File: src/rtl/coin_return_sequencer.sv
// rtl/coin_return_sequencer.sv - idle-timeout / user-triggered greedy coin return sequencer
module coin_return_sequencer #(
    parameter int NUM_COINS  = 3,
    parameter int TOTAL_BITS = 31,
    parameter int WAIT_TIME  = 10,
    parameter int V0         = 100,
    parameter int V1         = 500,
    parameter int V2         = 1000
) (
    input  logic                  clk,
    input  logic                  reset_n,
    input  logic [TOTAL_BITS-1:0] i_balance,
    input  logic                  i_activity,
    input  logic                  i_trigger_return,
    input  logic [NUM_COINS-1:0]  i_hopper_empty,
    input  logic                  i_coin_ready,
    output logic                  o_coin_valid,
    output logic [NUM_COINS-1:0]  o_coin_sel,
    output logic                  o_deduct_valid,
    output logic [TOTAL_BITS-1:0] o_deduct_value,
    output logic                  o_busy,
    output logic                  o_done,
    output logic [TOTAL_BITS-1:0] o_residual,
    output logic [31:0]           o_wait_time
);

    typedef enum logic [2:0] {S_IDLE, S_COUNT, S_SELECT, S_DISPENSE, S_DONE} state_t;

    state_t                state_q, state_d;
    logic [31:0]           wait_q, wait_d;
    logic [TOTAL_BITS-1:0] remaining_q, remaining_d;
    logic [NUM_COINS-1:0]  sel_q, sel_d;
    logic [TOTAL_BITS-1:0] value_q, value_d;
    logic                  deduct_valid_q, deduct_valid_d;
    logic [TOTAL_BITS-1:0] deduct_value_q, deduct_value_d;
    logic [TOTAL_BITS-1:0] residual_q, residual_d;

    logic                  found;
    logic [NUM_COINS-1:0]  pick_sel;
    logic [TOTAL_BITS-1:0] pick_value;

    // Denominations beyond the three defined values read as zero and are never picked.
    function automatic logic [TOTAL_BITS-1:0] coin_value(input int k);
        case (k)
            0:       coin_value = TOTAL_BITS'(V0);
            1:       coin_value = TOTAL_BITS'(V1);
            2:       coin_value = TOTAL_BITS'(V2);
            default: coin_value = '0;
        endcase
    endfunction

    // Ascending scan so the highest affordable, stocked denomination wins.
    always_comb begin
        found      = 1'b0;
        pick_sel   = '0;
        pick_value = '0;
        for (int k = 0; k < NUM_COINS; k++) begin
            if (coin_value(k) != '0 && coin_value(k) <= remaining_q && !i_hopper_empty[k]) begin
                found       = 1'b1;
                pick_sel    = '0;
                pick_sel[k] = 1'b1;
                pick_value  = coin_value(k);
            end
        end
    end

    always_ff @(posedge clk) begin
        if (!reset_n) begin
            state_q        <= S_IDLE;
            wait_q         <= 32'(WAIT_TIME);
            remaining_q    <= '0;
            sel_q          <= '0;
            value_q        <= '0;
            deduct_valid_q <= 1'b0;
            deduct_value_q <= '0;
            residual_q     <= '0;
        end else begin
            state_q        <= state_d;
            wait_q         <= wait_d;
            remaining_q    <= remaining_d;
            sel_q          <= sel_d;
            value_q        <= value_d;
            deduct_valid_q <= deduct_valid_d;
            deduct_value_q <= deduct_value_d;
            residual_q     <= residual_d;
        end
    end

    always_comb begin
        state_d        = state_q;
        wait_d         = wait_q;
        remaining_d    = remaining_q;
        sel_d          = sel_q;
        value_d        = value_q;
        deduct_valid_d = 1'b0;
        deduct_value_d = '0;
        residual_d     = residual_q;
        case (state_q)
            S_IDLE: begin
                wait_d = 32'(WAIT_TIME);
                if (i_trigger_return && i_balance != '0) begin
                    state_d     = S_SELECT;
                    remaining_d = i_balance;
                    wait_d      = '0;
                end else if (i_balance != '0) begin
                    state_d = S_COUNT;
                end
            end
            S_COUNT: begin
                if (i_balance == '0) begin
                    state_d = S_IDLE;
                    wait_d  = 32'(WAIT_TIME);
                end else if (i_activity) begin
                    wait_d = 32'(WAIT_TIME);
                end else if (i_trigger_return || wait_q == '0) begin
                    state_d     = S_SELECT;
                    remaining_d = i_balance;
                    wait_d      = '0;
                end else begin
                    wait_d = wait_q - 32'd1;
                end
            end
            S_SELECT: begin
                if (found) begin
                    state_d = S_DISPENSE;
                    sel_d   = pick_sel;
                    value_d = pick_value;
                end else begin
                    state_d = S_DONE;
                end
            end
            S_DISPENSE: begin
                if (i_coin_ready) begin
                    state_d        = S_SELECT;
                    remaining_d    = remaining_q - value_q;
                    deduct_valid_d = 1'b1;
                    deduct_value_d = value_q;
                end
            end
            S_DONE: begin
                state_d    = S_IDLE;
                residual_d = remaining_q;
                wait_d     = 32'(WAIT_TIME);
            end
            default: begin
                state_d = S_IDLE;
                wait_d  = 32'(WAIT_TIME);
            end
        endcase
    end

    assign o_coin_valid   = (state_q == S_DISPENSE);
    assign o_coin_sel     = (state_q == S_DISPENSE) ? sel_q : '0;
    assign o_deduct_valid = deduct_valid_q;
    assign o_deduct_value = deduct_value_q;
    assign o_busy         = (state_q == S_SELECT) || (state_q == S_DISPENSE) || (state_q == S_DONE);
    assign o_done         = (state_q == S_DONE);
    assign o_residual     = residual_q;
    assign o_wait_time    = wait_q;

endmodule

File: config.mk
export PLATFORM = sky130hd
export DESIGN_NAME = coin_return_sequencer
export DESIGN_NICKNAME = d
export VERILOG_FILES = /design/src/rtl/coin_return_sequencer.sv
export SDC_FILE = /design/constraint.sdc
export NUM_CORES = 1
export LEC_CHECK = 0
export BUFFER_PORTS_ARGS = -buffer_cell sky130_fd_sc_hd__buf_2
export CAP_MARGIN = 10
export CORE_MARGIN = 5
export CORE_UTILIZATION = 45
export DETAILED_ROUTE_END_ITERATION = 16
export GPL_TIMING_DRIVEN = 0
export PLACE_DENSITY = 0.72
export SYNTH_ARGS = -nofsm -noshare
export SYNTH_HDL_FRONTEND = slang
export SYNTH_SLANG_ARGS = --single-unit
File: constraint.sdc
create_clock -name clk -period 2.95 [get_ports clk]
set_clock_uncertainty 0.15 [all_clocks]
set_input_delay 0.1475 -clock clk [delete_from_list [all_inputs] [get_ports clk]]
set_output_delay 0.1475 -clock clk [all_outputs]
set_load 0.005 [all_outputs]
==> metrics.csv, run 1 <==
stage;metric;value;unit
synthesis;Post-synth EDFFs;0;
synthesis;Avg Synthesized Cell Area;8.036;um^2
timing;crit share post-route;101.2;%
power;Switching Share;44.76;%
timing;actual slew at the worst max-slew pin;0.8855;ns
outcome;status;finished, violations left;
critical_path;CP arrival;3.11;ns
grt;number of global-route vias before repair;5661;
floorplan;I/O pin total;140;
route;drt via density;5.734;
route;initial DRC count;649;
final_layout;layout cell share with drive strength beyond 1;25.74;%
floorplan;Starting Density;46.23;%
power;power share of the combinational group;51.6;%
timing;fin crit period;2.984;ns
timing;Max Slew Vio Count;0;
grt;initial antenna violation count;0;
critical_path;Slowest-stage cell, CP;or4_4;
floorplan;floorplan die height;124.1;um
synthesis;post-synthesis cell area;5858;um^2
cts;# H-tree levels;3;
grt;Tot GR Track Use;24.34;%
job;Max-Cap Viols;0;
cts;TritonCTS clock tree;built;
cts;Num CTS Buffers;9;
power;pwr/cell area;859.3;nW/um^2
floorplan;Die ar.;15400;um^2
route;total wire length;19250;um
critical_path;Critical Path RT;3.07;ns
route;vias;6221;
critical_path;Worst path max stage delay;0.55;ns
final_layout;Fill cells;1215;
power;Leak;3.133;nW
synthesis;Synth async-reset ratio;0;%
timing;Setup Total Neg Slack;-0.04850;ns
synthesis;#FFs+latches synth;109;
critical_path;Startpoint Class;flop;
cts;Max clock buf depth;2;
critical_path;CP bufs+invs;3;
synthesis;Synth Instances;729;
synthesis;top_reg_cell synth;dfxtp_1;
route;Final ANT Viol Nets;0;
final_layout;synth-to-layout area growth;28.49;%
route;# DRC;0;
critical_path;crit-path cells;or4_4, or4_4, o41a_1, o21a_1, buf_6, buf_12, buf_4, o31ai_2;
outcome;failing checks;negative setup slack;
place;port bufs;116;
critical_path;instance count on the critical path;8;
place;post-DP HPWL;13720;um
timing;slew margin rel.;40.97;%
critical_path;worst r2r path cells;8;
timing;fmax;335.1;MHz
grt;first-pass GRT wire length;29110;um
worst_hold_path;Worst Hold Class;input port to flop;
cts;CTS Root Cell;clkbuf_16;
synthesis;sequential area share after synthesis;37.25;%
critical_path;critical path type;flop to flop;
power;Reg power frac;30.3;%
synthesis;Synth warnings;0;
route;TritonRoute pass-1 iters;5;
place;pre-CTS WS;-0.3123;ns
final_layout;post-layout util;59.41;%
floorplan;row cnt;41;
critical_path;delay-heaviest family, CP;simple AND/OR/NAND/NOR gates;
power;Clk pwr share;18.1;%
grt;gr ovfl total;0;
cts;clock latency on the worst-skew pair;0.36;ns
final_layout;Final nets;957;
timing;PnR worst setup slack;-0.03417;ns
timing;setup violators final;3;
power;P_int;3.573;mW
synthesis;Distinct cells, synth;76;
place;routability cong.;0.9762;
floorplan;die width;124.1;um
grt;pin count of the biggest net entering global routing;18;
critical_path;Most Frequent Cell on Critical Path;or4_4;
timing;unrepaired setup endpoints after global routing;yes;
worst_hold_path;Hold Path Cell Cnt;3;
power;Switching Power;2.895;mW
cts;Reg clk slew, reported paths;0.08;ns
power;maximum VDD drop;0.5576;mV
floorplan;core area;12670;um^2
cts;clock sink count;109;
final_layout;# diodes;0;
timing;Final Hold Vio Count;0;
route;Avg WL per Cell;17.74;um
critical_path;crit-path max FO;10;
critical_path;crit end category;flop;
[cells in the final DEF (no fill, tap or decap), types with 11 or more instances in the layout]
master         instances
nor3_1                29
nor4_1                17
nand2_1              108
buf_2                118
o21ai_0               19
nand3_1               11
xnor2_1               19
a21oi_1               55
nor2_1                73
inv_1                 16
clkbuf_1              25
dlygate4sd3_1         13
buf_4                 38
dfxtp_1              103
conb_1                23
[sequential cells by signal, summed over array words and instances (netlist names)]
signal,flops
o_residual,31
o_deduct_value,5
o_wait_time,32
sel_q,2
value_q,4
remaining_q,31
o_deduct_valid,1
state_q,3
[power by group through the flow]
stage          Combinational (mW)  Clock (mW)  Sequential, mW
6_report                     3.34        1.17            1.96
5_1_grt                      3.59        1.26            1.98
4_1_cts                      2.92        1.18            1.93
3_5_place_dp                 2.84           0            1.95
3_3_place_gp                 2.83           0            1.95
2_1_floorplan                2.13           0            1.87
[cell usage after synthesis (3+ instances only)]
| cell type | number | area (um^2) |
|---|---|---|
| dfxtp_1 | 109 | 2182 |
| nand2_1 | 109 | 409.1 |
| nor2_1 | 74 | 277.8 |
| a21oi_1 | 59 | 295.3 |
| nor3_1 | 30 | 150.1 |
| clkbuf_1 | 29 | 108.9 |
| buf_4 | 27 | 202.7 |
| nor4_1 | 21 | 131.4 |
| o21ai_0 | 20 | 100.1 |
| xnor2_1 | 19 | 166.4 |
| inv_1 | 16 | 60.06 |
| nand3_1 | 11 | 55.05 |
| a31oi_1 | 10 | 62.56 |
| ha_1 | 9 | 112.6 |
| a211oi_1 | 8 | 60.06 |
| and3_1 | 8 | 50.05 |
| o211ai_1 | 8 | 60.06 |
| or3_1 | 8 | 50.05 |
| a22oi_1 | 7 | 52.55 |
| a32o_1 | 7 | 70.07 |
| and2_1 | 7 | 43.79 |
| nand3b_1 | 7 | 52.55 |
| nand4_1 | 7 | 43.79 |
| xor2_1 | 7 | 61.31 |
| nand2b_1 | 6 | 37.54 |
| nor2b_1 | 6 | 37.54 |
| o21ai_1 | 6 | 30.03 |
| o32ai_2 | 6 | 97.59 |
| a21o_1 | 5 | 37.54 |
| o21a_1 | 5 | 37.54 |
| a2bb2oi_1 | 4 | 35.03 |
| buf_6 | 4 | 45.04 |
| or4_1 | 4 | 30.03 |
| a22o_1 | 3 | 26.28 |
| and4_1 | 3 | 26.28 |
| buf_1 | 3 | 11.26 |
| o2111ai_1 | 3 | 26.28 |
| o211ai_2 | 3 | 37.54 |
[final timing paths]
path	startpoint	end	slack (ns)
setup / recovery	o_wait_time[27]$_SDFFE_PN0N_	remaining_q[25]$_SDFFE_PN0P_	-0.03
hold / removal	i_balance[2]	remaining_q[2]$_SDFFE_PN0P_	0.02
setup reg to reg	o_wait_time[27]$_SDFFE_PN0N_	remaining_q[25]$_SDFFE_PN0P_	-0.03
hold reg to reg	o_residual[21]$_SDFFE_PN0P_	o_residual[21]$_SDFFE_PN0P_	0.30
[metrics by stage]
step | hold slack, ns | cells | instance area, um^2 | power (mW)
4_1_cts | 0.002774 | 1072 | 7237 | 6.032
3_3_place_gp | 0.2769 | 1039 | 6736 | 4.786
6_report | 0.01540 | 1085 | 7527 | 6.468
5_1_grt | 0.02988 | 1085 | 7527 | 6.831
3_5_place_dp | 0.2786 | 1041 | 6753 | 4.796
2_1_floorplan | 0.1323 | 751 | 5941 | 4.006
[cell families (layout without fill, tap and decap cells)]
group / Yosys count / count (layout) / share of synthesized area, %
AOI/OAI and AO/OA: 187 / 187 / 23.30
xor gates and xnor gates: 26 / 26 / 3.887
adders and majority gates: 10 / 10 / 2.264
buffers and inverters: 82 / 244 / 7.539
DFF: 109 / 109 / 37.25
muxes: 1 / 1 / 0.1709
other: 1 / 23 / 0.06401
and+or+nand+nor: 313 / 313 / 25.52
[per-layer routing]
layer / vias to the layer above / GRT usage [%] / share of wire, %
met5: - / 0 / 0
met4: 0 / 10.61 / 3.5
met3: 63 / 6.494 / 11
met2: 364 / 37.16 / 44
met1: 2847 / 32.32 / 42
li1: 2947 / - / -
[layout make-up]
cell class	instances	area, um^2	area share (%)
sequential	109	2195	29.16
tap	172	215.2	2.859
clock inverter	4	31.28	0.4156
inverter	17	63.81	0.8477
multi-input combinational	560	3495	46.43
clock buffer	12	246.5	3.275
buffer	65	416.7	5.535
timing repair buffer	146	864.6	11.49
[worst register-to-register path, delay by kind of cell (launching register included)]
kind | cells | cell delay, ns
DFF | 1 | 0.33
AOI/OAI and AO/OA | 3 | 0.91
and+or+nand+nor | 2 | 1.09
buffers and inverters | 3 | 0.43
[what timing repair did]
item	CTS	global route
pin swaps	3	17
cloned	0	1
hold endpoints to repair	13	0
buffers inserted	2	12
setup endpoints to repair	66	54
hold buffers	13	0
resized for setup	13	47
Note: power is estimated with default switching activity, not from simulation.
==> inputs of run 2 (changes only) <==
==> constraint.sdc (replaced) <==
create_clock -name clk -period 2.95 [get_ports clk]
set_clock_uncertainty 0.15 [all_clocks]
set_input_delay 0.1475 -clock clk [delete_from_list [all_inputs] [get_ports clk]]
set_output_delay 0.1475 -clock clk [all_outputs]
set_load 0.1 [all_outputs]
==> run 2 against run 1 <==
Effect of this change:
- register-to-register slack better by 0.07 ns
- highest routed layer unchanged
- fmax up 2.3%
- non-clock buffer count down 8
- final area down 1.1%
- wire length down 2.7%
- the flow now finishes without violations
- sequential power about the same
- global-route usage down 0.25 points
- hold slack worse by 0.0047 ns
- critical path depth down 1
- largest cell class unchanged
==> metrics.csv, run 2 (synthesis gave the netlist of run 1 again) <==
stage;metric;value;unit;change
floorplan;floorplan die height;124.1;um;unchanged
final_layout;layout cell share with drive strength beyond 1;25.52;%;-0.21 points
grt;met1 Use GR;31.47;%;-0.85 points
power;maximum VDD drop;0.3828;mV;-31%
final_layout;most common cell after layout, fill and taps aside;buf_2;;
final_layout;Final nets;949;;-0.84%
route;initial DRC count;620;;-4.5%
critical_path;Most Frequent Cell on Critical Path;or4_4;;
floorplan;row cnt;41;;unchanged
cts;clock sink count;109;;unchanged
floorplan;die width;124.1;um;unchanged
critical_path;Critical Path RT;3.04;ns;-0.03 ns
final_layout;commonest non-fill, non-tap cells in the layout;buf_2 (113), nand2_1 (109), dfxtp_1 (95);;
critical_path;crit end category;flop;;
critical_path;CP arrival;3.01;ns;-0.10 ns
grt;initial antenna violation count;0;;unchanged
timing;slew margin rel.;43.50;%;+2.5 points
timing;actual slew at the worst max-slew pin;0.8474;ns;-0.03801 ns
critical_path;critical path type;flop to flop;;
place;post-DP HPWL;13900;um;+1.3%
critical_path;Slowest-stage cell, CP;or4_4;;
cts;# H-tree levels;3;;unchanged
route;Avg WL per Cell;17.38;um;-2.0%
place;port bufs;116;;unchanged
grt;Tot GR Track Use;24.09;%;-0.25 points
power;pwr/cell area;914.2;nW/um^2;+6.4%
floorplan;Starting Density;46.23;%;unchanged
worst_hold_path;Worst Hold Class;input port to flop;;
grt;met2 Usage GRT;39.05;%;+1.9 points
timing;fin crit period;2.916;ns;-0.06784 ns
place;routability cong.;0.9611;;-1.5%
timing;setup violators final;0;;-3
route;vias;6087;;-2.2%
outcome;status;completed;;
grt;GR peak layer;met2;;
critical_path;Worst path max stage delay;0.53;ns;-0.02 ns
cts;TritonCTS clock tree;built;;
grt;gr ovfl total;0;;unchanged
timing;Final Hold Vio Count;0;;unchanged
floorplan;Die ar.;15400;um^2;unchanged
route;# DRC;0;;unchanged
timing;Min Hold Slack;0.01074;ns;-0.004662 ns
cts;Reg clk slew, reported paths;0.07;ns;about the same
route;TritonRoute pass-1 iters;5;;unchanged
final_layout;max reg flops;32;;unchanged
timing;unrepaired setup endpoints after global routing;yes;;
cts;Num CTS Buffers;9;;unchanged
power;Power Total;6.808;mW;+5.3%
job;Max-Cap Viols;0;;unchanged
final_layout;synth-to-layout area growth;27.13;%;
cts;Max clock buf depth;2;;unchanged
critical_path;crit-path cells;or4_4, or4_4, o41a_1, o21ai_4, bufbuf_16, o211ai_1, o211a_1;;
floorplan;I/O pin total;140;;unchanged
final_layout;# diodes;0;;unchanged
route;total wire length;18720;um;-2.7%
cts;CTS Root Cell;clkbuf_16;;
route;drt via density;5.652;;-1.4%
grt;met3 Resource Use GR;4.905;%;-1.6 points
critical_path;crit-path max FO;5;;-5
timing;Max Slew Vio Count;0;;unchanged
grt;first-pass GRT wire length;29010;um;-0.36%
power;Leak;3.112;nW;-0.66%
timing;fmax;342.9;MHz;+2.3%
timing;crit share post-route;98.86;%;-2.3 points
grt;pin count of the biggest net entering global routing;18;;unchanged
floorplan;core area;12670;um^2;unchanged
grt;number of global-route vias before repair;5540;;-2.1%
critical_path;Startpoint Class;flop;;
route;Final ANT Viol Nets;0;;unchanged
cts;clock latency on the worst-skew pair;0.35;ns;about the same
final_layout;Fill cells;1173;;-3.5%
## run 2: cell count changes in the layout (fill, tap and decap cells not counted), moves of 4 or more
cell	before	now
a21oi_4	4	0
dfxtp_4	2	7
dfxtp_1	103	95
buf_2	118	113
## run 2: cell type report
cell class | instances | area, um^2 | share of cell area [%]
clock inverter | 3 | 43.79 | 0.5880
clock buffer | 13 | 260.3 | 3.495
sequential | 109 | 2217 | 29.77
inverter | 17 | 63.81 | 0.8569
buffer | 65 | 407.9 | 5.477
tap | 172 | 215.2 | 2.890
timing repair buffer | 138 | 814.5 | 10.94
multi-input combinational | 560 | 3425 | 45.98
## run 2: stage by stage
| stage | util (%) | std cells | TNS (ns) | instance area, um^2 | setup slack [ns] |
|---|---|---|---|---|---|
| 4_1_cts | 58.17 | 1075 | -0.01947 | 7371 | -0.005360 |
| 2_1_floorplan | - | 751 | 0 | 5986 | 0.02454 |
| 6_report | 58.77 | 1077 | 0 | 7447 | 0.03367 |
| 3_3_place_gp | 53.52 | 1039 | -5.240 | 6782 | -0.2737 |
| 5_1_grt | 58.77 | 1077 | -0.08432 | 7447 | -0.02895 |
| 3_5_place_dp | 53.52 | 1039 | -5.767 | 6782 | -0.3415 |
## run 2: final timing paths
path                                      from                           to  slack [ns]  depth (start not counted)
setup / recovery  o_wait_time[21]$_SDFFE_PN0N_  remaining_q[7]$_SDFFE_PN0P_        0.03                          7
hold / removal               i_hopper_empty[0]      state_q[2]$_SDFFE_PN0P_        0.01                          3
setup reg to reg  o_wait_time[21]$_SDFFE_PN0N_  remaining_q[7]$_SDFFE_PN0P_        0.03                          7
hold reg to reg    o_residual[17]$_SDFFE_PN0P_  o_residual[17]$_SDFFE_PN0P_        0.30                          2
## run 2: per-layer routing
metal  vias up  share of wire, %
met1      2825                42
li1       2938                 -
met4         0               2.8
met3        38               8.5
met2       286                46
met5         -                 0
## run 2: what timing repair did
item,in CTS,in global routing
endpoints found under the setup margin,59,61
buffers inserted,6,2
hold buffers,13,0
gates cloned,1,0
endpoints found under the hold margin,13,0
resized for setup,20,17
pin swaps,5,5
## run 2: power by group
group	internal, mW	switching [mW]
registers	1.66	0.309
logic	1.24	2.36
clock network	0.708	0.536
total	3.61	3.20
## run 2: worst max-delay path: cells and delay by family, from the launching register on
kind	cells	cell delay, ns
buf+inv	1	0.31
compound gates	4	0.93
simple gates	2	1.04
flops	1	0.37
